File: src/rtl/sine_lut_generator_if.sv
// Phase-in / sample-out bundle between the phase accumulator and the sine generator.
// With AMPLITUDE_SCALE_EN defined the bundle also carries the Q1.15 gain word.
interface sine_lut_generator_if #(
  parameter int PHASE_W = 10,
  parameter int DATA_W  = 16
);
  logic               en;
  logic [PHASE_W-1:0] phase_in;
  logic [DATA_W-1:0]  sample_out;
  logic               sample_valid;
`ifdef AMPLITUDE_SCALE_EN
  logic [15:0]        gain;

  modport master (output en, phase_in, gain, input sample_out, sample_valid);
  modport slave  (input en, phase_in, gain, output sample_out, sample_valid);
`else
  modport master (output en, phase_in, input sample_out, sample_valid);
  modport slave  (input en, phase_in, output sample_out, sample_valid);
`endif
endinterface

File: src/rtl/sine_lut_generator.sv
// Phase word to signed sine sample via a quarter-wave ROM with quadrant folding.
// Optional AMPLITUDE_SCALE_EN adds a Q1.15 gain stage (latency 3 -> 4).
module sine_lut_generator #(
  parameter int PHASE_W = 10,
  parameter int DATA_W  = 16
) (
  input  logic                 clk,
  input  logic                 rst,
  sine_lut_generator_if.slave  bus
);

  localparam int ADDR_W = PHASE_W - 2;
  localparam int DEPTH  = 1 << ADDR_W;
  localparam logic signed [127:0] PI_Q48 = 128'sd884279719003555;
  localparam logic signed [127:0] AMP_Q  = (128'sd1 <<< (DATA_W - 1)) - 128'sd1;
  localparam logic signed [127:0] HALF_Q = 128'sd1 <<< 47;

  // Elaboration-time table: round(AMP * sin(pi*(2i+1)/2**PHASE_W)), Taylor series in Q48.
  function automatic logic [DATA_W-1:0] sine_entry(input int idx);
    logic signed [127:0] x;
    logic signed [127:0] x2;
    logic signed [127:0] term;
    logic signed [127:0] sum;
    logic signed [127:0] den;
    logic signed [127:0] scaled;
    x    = (PI_Q48 * 128'(2 * idx + 1)) >>> PHASE_W;
    x2   = (x * x) >>> 48;
    term = x;
    sum  = x;
    for (int k = 1; k <= 12; k++) begin
      den  = 128'(2 * k * (2 * k + 1));
      term = -((term * x2) >>> 48) / den;
      sum  = sum + term;
    end
    scaled = (sum * AMP_Q + HALF_Q) >>> 48;
    return scaled[DATA_W-1:0];
  endfunction

  logic [DATA_W-1:0] rom [DEPTH];

  genvar gi;
  generate
    for (gi = 0; gi < DEPTH; gi++) begin : g_rom
      localparam logic [DATA_W-1:0] ENTRY = sine_entry(gi);
      assign rom[gi] = ENTRY;
    end
  endgenerate

  logic               first_flag_q, first_flag_d;
  logic [PHASE_W-1:0] phase_q, phase_d;
  logic               v0_q, v0_d;
  logic [ADDR_W-1:0]  addr_q, addr_d;
  logic               neg1_q, neg1_d;
  logic               v1_q, v1_d;
  logic [DATA_W-1:0]  rom_q, rom_d;
  logic               neg2_q, neg2_d;
  logic               v2_q, v2_d;
  logic [DATA_W-1:0]  sign_q, sign_d;
  logic               v3_q, v3_d;

  always_comb begin
    first_flag_d = first_flag_q;
    phase_d      = phase_q;
    v0_d         = v0_q;
    addr_d       = addr_q;
    neg1_d       = neg1_q;
    v1_d         = v1_q;
    rom_d        = rom_q;
    neg2_d       = neg2_q;
    v2_d         = v2_q;
    sign_d       = sign_q;
    v3_d         = v3_q;
    if (bus.en) begin
      phase_d      = bus.phase_in;
      v0_d         = first_flag_q | (bus.phase_in != phase_q);
      first_flag_d = 1'b0;
      // Odd quadrants read the table mirrored; the upper half is negated later.
      addr_d = phase_q[PHASE_W-2] ? ~phase_q[ADDR_W-1:0] : phase_q[ADDR_W-1:0];
      neg1_d = phase_q[PHASE_W-1];
      v1_d   = v0_q;
      rom_d  = rom[addr_q];
      neg2_d = neg1_q;
      v2_d   = v1_q;
      v3_d   = v2_q;
      if (v2_q) begin
        sign_d = neg2_q ? -rom_q : rom_q;
      end
    end
  end

  always_ff @(posedge clk) begin
    if (rst) begin
      first_flag_q <= 1'b1;
      phase_q      <= '0;
      v0_q         <= 1'b0;
      addr_q       <= '0;
      neg1_q       <= 1'b0;
      v1_q         <= 1'b0;
      neg2_q       <= 1'b0;
      v2_q         <= 1'b0;
      sign_q       <= '0;
      v3_q         <= 1'b0;
    end else begin
      first_flag_q <= first_flag_d;
      phase_q      <= phase_d;
      v0_q         <= v0_d;
      addr_q       <= addr_d;
      neg1_q       <= neg1_d;
      v1_q         <= v1_d;
      neg2_q       <= neg2_d;
      v2_q         <= v2_d;
      sign_q       <= sign_d;
      v3_q         <= v3_d;
    end
  end

  // ROM output register kept free of reset so it maps onto the block RAM read port.
  always_ff @(posedge clk) begin
    rom_q <= rom_d;
  end

`ifdef AMPLITUDE_SCALE_EN
  localparam logic signed [DATA_W+1:0] SAT_MAX = $signed({3'b000, {(DATA_W-1){1'b1}}});
  localparam logic signed [DATA_W+1:0] SAT_MIN = $signed({3'b111, {(DATA_W-1){1'b0}}});

  logic signed [DATA_W+16:0] prod;
  logic signed [DATA_W+1:0]  shifted;
  logic [DATA_W-1:0]         scaled_q, scaled_d;
  logic                      v4_q, v4_d;

  always_comb begin
    prod     = $signed({{17{sign_q[DATA_W-1]}}, sign_q})
             * $signed({{DATA_W{1'b0}}, 1'b0, bus.gain});
    shifted  = prod[DATA_W+16:15];
    scaled_d = scaled_q;
    v4_d     = v4_q;
    if (bus.en) begin
      v4_d = v3_q;
      if (v3_q) begin
        if (shifted > SAT_MAX) begin
          scaled_d = SAT_MAX[DATA_W-1:0];
        end else if (shifted < SAT_MIN) begin
          scaled_d = SAT_MIN[DATA_W-1:0];
        end else begin
          scaled_d = shifted[DATA_W-1:0];
        end
      end
    end
  end

  always_ff @(posedge clk) begin
    if (rst) begin
      scaled_q <= '0;
      v4_q     <= 1'b0;
    end else begin
      scaled_q <= scaled_d;
      v4_q     <= v4_d;
    end
  end

  assign bus.sample_out   = scaled_q;
  assign bus.sample_valid = v4_q & bus.en;
`else
  assign bus.sample_out   = sign_q;
  assign bus.sample_valid = v3_q & bus.en;
`endif

endmodule

File: src/flat_wrapper.sv
// flat-port wrapper written by rule: the top's interface ports become plain ports
module sine_lut_generator_flat 
#(
  parameter int PHASE_W = 10,
  parameter int DATA_W  = 16
)
  (clk, rst, bus_en, bus_phase_in, bus_sample_out, bus_sample_valid);
  sine_lut_generator_if #(.PHASE_W(PHASE_W), .DATA_W(DATA_W)) bus_i ();
  input  logic clk;
  input  logic rst;
  input wire logic [$bits(bus_i.en)-1:0] bus_en;
  input wire logic [$bits(bus_i.phase_in)-1:0] bus_phase_in;
  output wire logic [$bits(bus_i.sample_out)-1:0] bus_sample_out;
  output wire logic [$bits(bus_i.sample_valid)-1:0] bus_sample_valid;
  assign bus_i.en = bus_en;
  assign bus_i.phase_in = bus_phase_in;
  assign bus_sample_out = bus_i.sample_out;
  assign bus_sample_valid = bus_i.sample_valid;
  sine_lut_generator #(.PHASE_W(PHASE_W), .DATA_W(DATA_W)) u_core (.clk(clk), .rst(rst), .bus(bus_i));
endmodule
File: config.mk
export PLATFORM = sky130hd
export DESIGN_NAME = sine_lut_generator_flat
export DESIGN_NICKNAME = d
export VERILOG_FILES = /design/src/rtl/sine_lut_generator_if.sv /design/src/rtl/sine_lut_generator.sv /design/src/flat_wrapper.sv
export SDC_FILE = /design/constraint.sdc
export NUM_CORES = 1
export LEC_CHECK = 0
export ABC_CLOCK_PERIOD_IN_PS = 5000
export BUFFER_PORTS_ARGS = -buffer_cell sky130_fd_sc_hd__buf_2
export CELL_PAD_IN_SITES_DETAIL_PLACEMENT = 1
export CELL_PAD_IN_SITES_GLOBAL_PLACEMENT = 2
export CORE_AREA = 2 2 133 135
export CTS_BUF_LIST = sky130_fd_sc_hd__clkbuf_8
export DETAILED_ROUTE_END_ITERATION = 8
export DIE_AREA = 0 0 135 137
export GPL_TIMING_DRIVEN = 0
export PLACE_DENSITY = 0.84
export SLEW_MARGIN = 20
export SYNTH_ARGS = -nofsm -noshare
export SYNTH_HDL_FRONTEND = slang
export SYNTH_SLANG_ARGS = --single-unit
File: constraint.sdc
create_clock -name clk -period 5 [get_ports clk]
set_clock_uncertainty 0.1 [all_clocks]
set_input_delay 0.25 -clock clk [delete_from_list [all_inputs] [get_ports clk]]
set_output_delay 0.25 -clock clk [all_outputs]
set_load 0.01 [all_outputs]
Yosys cells after proc, flatten, opt, wreduce, memory -nomap -nowiden
Memories as Yosys holds them, arrays and structs flattened. A register that Yosys moved wholly into a read port is not among the register bits.
Index checks and enable logic that the tools add are counted.
{"block": "word_totals", "register_bits": 41, "latch_bits": 0, "ram_bits": 0, "rom_bits": 4096, "input_bits": 13, "elab_cells": 20, "memories": 1}
{"memory": "(no name shown)", "words": 256, "width": 16, "read_ports": 1, "rd_ports_with_merged_regs": 1, "write_ports": 0, "line": "sine_lut_generator.sv:81", "text": "rom_d = rom[addr_q];"}
{"block": "classes", "add_sub_neg": 1, "n_mul": 0, "n_div": 0, "magnitude_cmp": 0, "n_eq_ne": 1, "shifts": 0, "mux": 2, "bitwise": 4, "n_reduce_logical": 1}
{"operator": "$mux 16", "n": 1}
{"operator": "$neg 16->16", "n": 1}
{"operator": "$ne 10x10->1", "n": 1}
{"operator": "$not 8->9", "n": 1}
{"operator": "$mux 8", "n": 1}
{"operator": "$not 8->8", "n": 1}
{"operator": "$reduce_and 2->1", "n": 1}
{"operator": "$and 1x1->1", "n": 1}
{"operator": "$or 1x1->1", "n": 1}

Longest topological paths before layout
{"block": "logic_depth", "word_depth": 2, "ltp_mapped": 11, "mapped_depth_nobuf": 8}

Worst setup path before layout
No wires, ideal clock.
{"block": "synth_timing", "kind": "reg2reg", "startpoint": "register u_core.addr_q[0]", "endpoint": "register u_core.rom_q[3], data pin", "setup_time_ps": 273, "t_arrival_ps": 2630, "path_slack_ps": 1997, "path_stages_with_launch": 11, "cell_sequence": "dfxtp_1 > buf_2 > clkinv_1 > ha_1 > and2b_1 > buf_2 > nor2_1 > mux4_2 > o221a_1 > nor4_2 > a211oi_1"}
{"block": "synth_between", "elab_chain_cells": 1}
{"element": "from (decl)", "line": "sine_lut_generator.sv:52", "text": "logic [ADDR_W-1:0] addr_q, addr_d;"}
{"element": "from (signal assigned)", "line": "sine_lut_generator.sv:107", "text": "addr_q <= addr_d;"}
{"element": "$not 8->9 (not written as such)", "line": "sine_lut_generator.sv:81"}
{"element": "to (decl)", "line": "sine_lut_generator.sv:55", "text": "logic [DATA_W-1:0] rom_q, rom_d;"}
No other way between the ends.
A chain may end at the register's enable or synchronous reset.

Worst setup path in the final report
{"block": "layout_timing", "startpoint": "register u_core.addr_q[0]", "endpoint": "register u_core.rom_q[7], data pin"}
Same word-level chain as after synthesis.

==> out/qor.yml <==
global_route:
  grt_use_total_pct: 47.92
  grt_start_max_net_pins: 17
  grt_pass1_vias: 9140
  grt_pass1_wl_um: 63250
  grt_overflow: 0
  grt_antenna_before_repair: 1
worst_setup_path:
  r2r-start: "u_core.addr_q[0]"
  cp-end-kind: "register"
  worst_path_most_repeated_cell: "buf_2"
  critPathMaxStageDelay_ps: 800
  path_delay_family: "buffers and inverters"
  reg2reg_depth: 10
  crit_fanout: 13
  start_kind: "register"
  cp.arrival_ps: 5020
  cp_slowest_cell: "nor4_1"
  path_class: "reg2reg"
  crit_chain: "buf_2 > clkinv_1 > ha_1 > buf_2 > buf_2 > and2_1 > a211oi_1 > nor4_1 > a41oi_1 > nand4_1"
  cp.required_ps: 5060
  rrSetupSlack_ps: 50
  reg2reg_to: "u_core.rom_q[7]"
  worst-path-buf-inv: 4
synth:
  synth-edff-count: 15
  ys_warn_count: 0
  synthTopCellsByArea: "dfxtp_1 12%, edfxtp_1 6.7%, nor2_1 5.9%"
  synthFlopType: "dfxtp_1"
  synth.most_common_cell: "nor2_1"
  yosysTopAreaCell: "dfxtp_1"
  synthesis.area_um2: 6730
  synth_nets: 994
  synth_cell_types: 77
  synthCells: 963
  synth-async-reset-ratio_pct: 0
  synth-seq-cells: 56
  synth_common_cells: "106 x nor2_1, 102 x nand2_1, 71 x a21oi_1"
  synth.top_cell.area_share_pct: 12.20
  synth-seq-area-share_pct: 18.89
  avgSynthCellArea_um2: 6.989
routing:
  route.met2.wl_um: 17300
  met3_length_um: 6876
  drtAntennaViolNets: 0
  postRouteWirelength_um: 44430
  drtPass1Iterations: 9
  dr.first_iter.drc_count: 1799
  viasPerCell: 7.548
  drc: 26
  vias: 9246
  wl_met1_um: 15430
  maxUsedRoutingLayer: "met4"
  wire_per_inst_um: 36.27
power_and_ir_drop:
  powerDensity_nw_per_um2: 251.0
  p_total_uw: 1819
  irDropWorstVdd_uv: 190.3
  leakage_uw: 0.002628
sta:
  fmax_mhz: 201.9
  hold_violations: 0
  setup_violations: 0
  slew_viol_final: 0
  setup-tns-final_ps: 0
  rsz0062_at_grt: "no"
  period_minus_slack_ps: 4954
  period_share_pct: 99.08
  fin_ws_ps: 46.11
  maxSlewHeadroom_pct: 17.64
  tightest_slew_ps: 1225
clock_network:
  cts.sinks: 56
  clock_latency_ps: 310
  post_cts_resized: 0
  cts_tree: "done"
  clockBufferDepth: 2
  clk_pin_slew_ps: 100
  cts_buffers: 5
  ctsHtreeMaxLevel: 2
  cts_setup_buffers: 0
  cts_hold_buf: 0
  cts_root_buf: "clkbuf_8"
layout:
  layout-area-overhead-vs-synth_pct: 7.678
  drive_gt1_share_pct: 11.71
  fin_nets: 1029
  fillers: 2247
floorplan:
  rows: 48
  io-pin-count: 30
  die_h_um: 137
  die_w_um: 135
  core_um2: 17060
  die_area_um2: 18500
  initial_core_util_pct: 39.46
min_path:
  hold_class: "in2reg"
  whs_path_depth: 3
  min_from: "bus_phase_in[7]"
  min_to: "u_core.phase_q[7]"
place:
  portBuffers: 28
  dp_worst_setup_slack_ps: 528.3
  place_congestion: 1.151
  dpl.hpwl_um: 31600
job:
  maxCapViolCount: 0
outcome:
  violations: "DRC"
  run_status: "complete, but fails checks"
## layout by cell type (no fill, tap or decap), drive strengths merged, types with 19 or more instances in the layout
master / n
nor2: 107
nand2: 103
buf: 94
a21oi: 71
o21ai: 65
clkbuf: 45
dfxtp: 41
a211oi: 40
nor3: 32
nand3: 30
nand2b: 29
nor2b: 24
a31oi: 23
a311oi: 20
mux2i: 19
xor2: 19
## final cells by class
cell class              instances  area, µm²  area share, %
plain buffers                 105      501.7          6.923
repair buffers                 28      140.1          1.934
diodes                          1      2.502        0.03453
clock buffers                   6      82.58          1.140
inverters                      14      52.55         0.7251
well taps                     225      281.5          3.885
flip-flops and latches         56       1271          17.54
clock inverters                 2      10.01         0.1381
multi-input cells             788       4905          67.68
## kinds of logic (layout without fill, tap and decap cells)
kind of cell               Yosys count  count (layout)  synth area share (%)
xor gates and xnor gates            34              34                 4.425
DFF                                 56              56                 18.89
other                                0               1                     0
and+or+nand+nor                    373             373                 26.27
AOI/OAI and AO/OA                  336             336                 33.85
buffers and inverters              119             155                 8.236
muxes                               26              26                 4.834
adders and majority gates           19              19                 3.495
## through the flow
step | instance area [µm²] | hold WS (ps) | instances | utilization (%)
detailed placement | 7152 | 346.7 | 1216 | 41.93
global placement | 7152 | 338.7 | 1216 | 41.93
floorplan | 6730 | 262.5 | 963 | -
CTS | 7244 | 92.51 | 1224 | 42.47
finish | 7247 | 101.1 | 1225 | 42.49
global route | 7244 | 95.55 | 1224 | 42.47
## routing by layer
metal | track usage [%] | vias up
li1 | - | 3644
met1 | 55.22 | 4247
met2 | 70.05 | 1003
met3 | 19.67 | 352
met4 | 37.85 | 0
met5 | 0 | -
## worst max path at each step
stage / cells after the start / end / start
floorplan: 10 / u_core.rom_q[3] / u_core.addr_q[0]
global placement: 10 / u_core.rom_q[7] / u_core.addr_q[0]
detailed placement: 10 / u_core.rom_q[7] / u_core.addr_q[0]
CTS: 10 / u_core.rom_q[7] / u_core.addr_q[0]
global route: 9 / u_core.rom_q[8] / u_core.addr_q[0]
finish: 10 / u_core.rom_q[7] / u_core.addr_q[0]
## tightest hold or removal path, cell delays in order
cell and delay [ps]:
buf_2 90, mux2i_1 70, nor2_1 70
## power by group
group	total [µW]	switching (µW)	internal, µW
sequential	544	37.8	506
combinational	1010	731	283
clock	261	150	111
total	1820	918	901
## sequential cells by signal, indices dropped and copies added, names as in the netlist
name                   cells
u_core.v1_q                1
u_core.first_flag_q        1
u_core.v2_q                1
u_core.bus.sample_out     16
u_core.phase_q            10
u_core.neg2_q              1
u_core.neg1_q              1
u_core.v3_q                1
u_core.addr_q              8
u_core.v0_q                1
u_core.rom_q              15
Note: power is estimated with default switching activity, not from simulation.
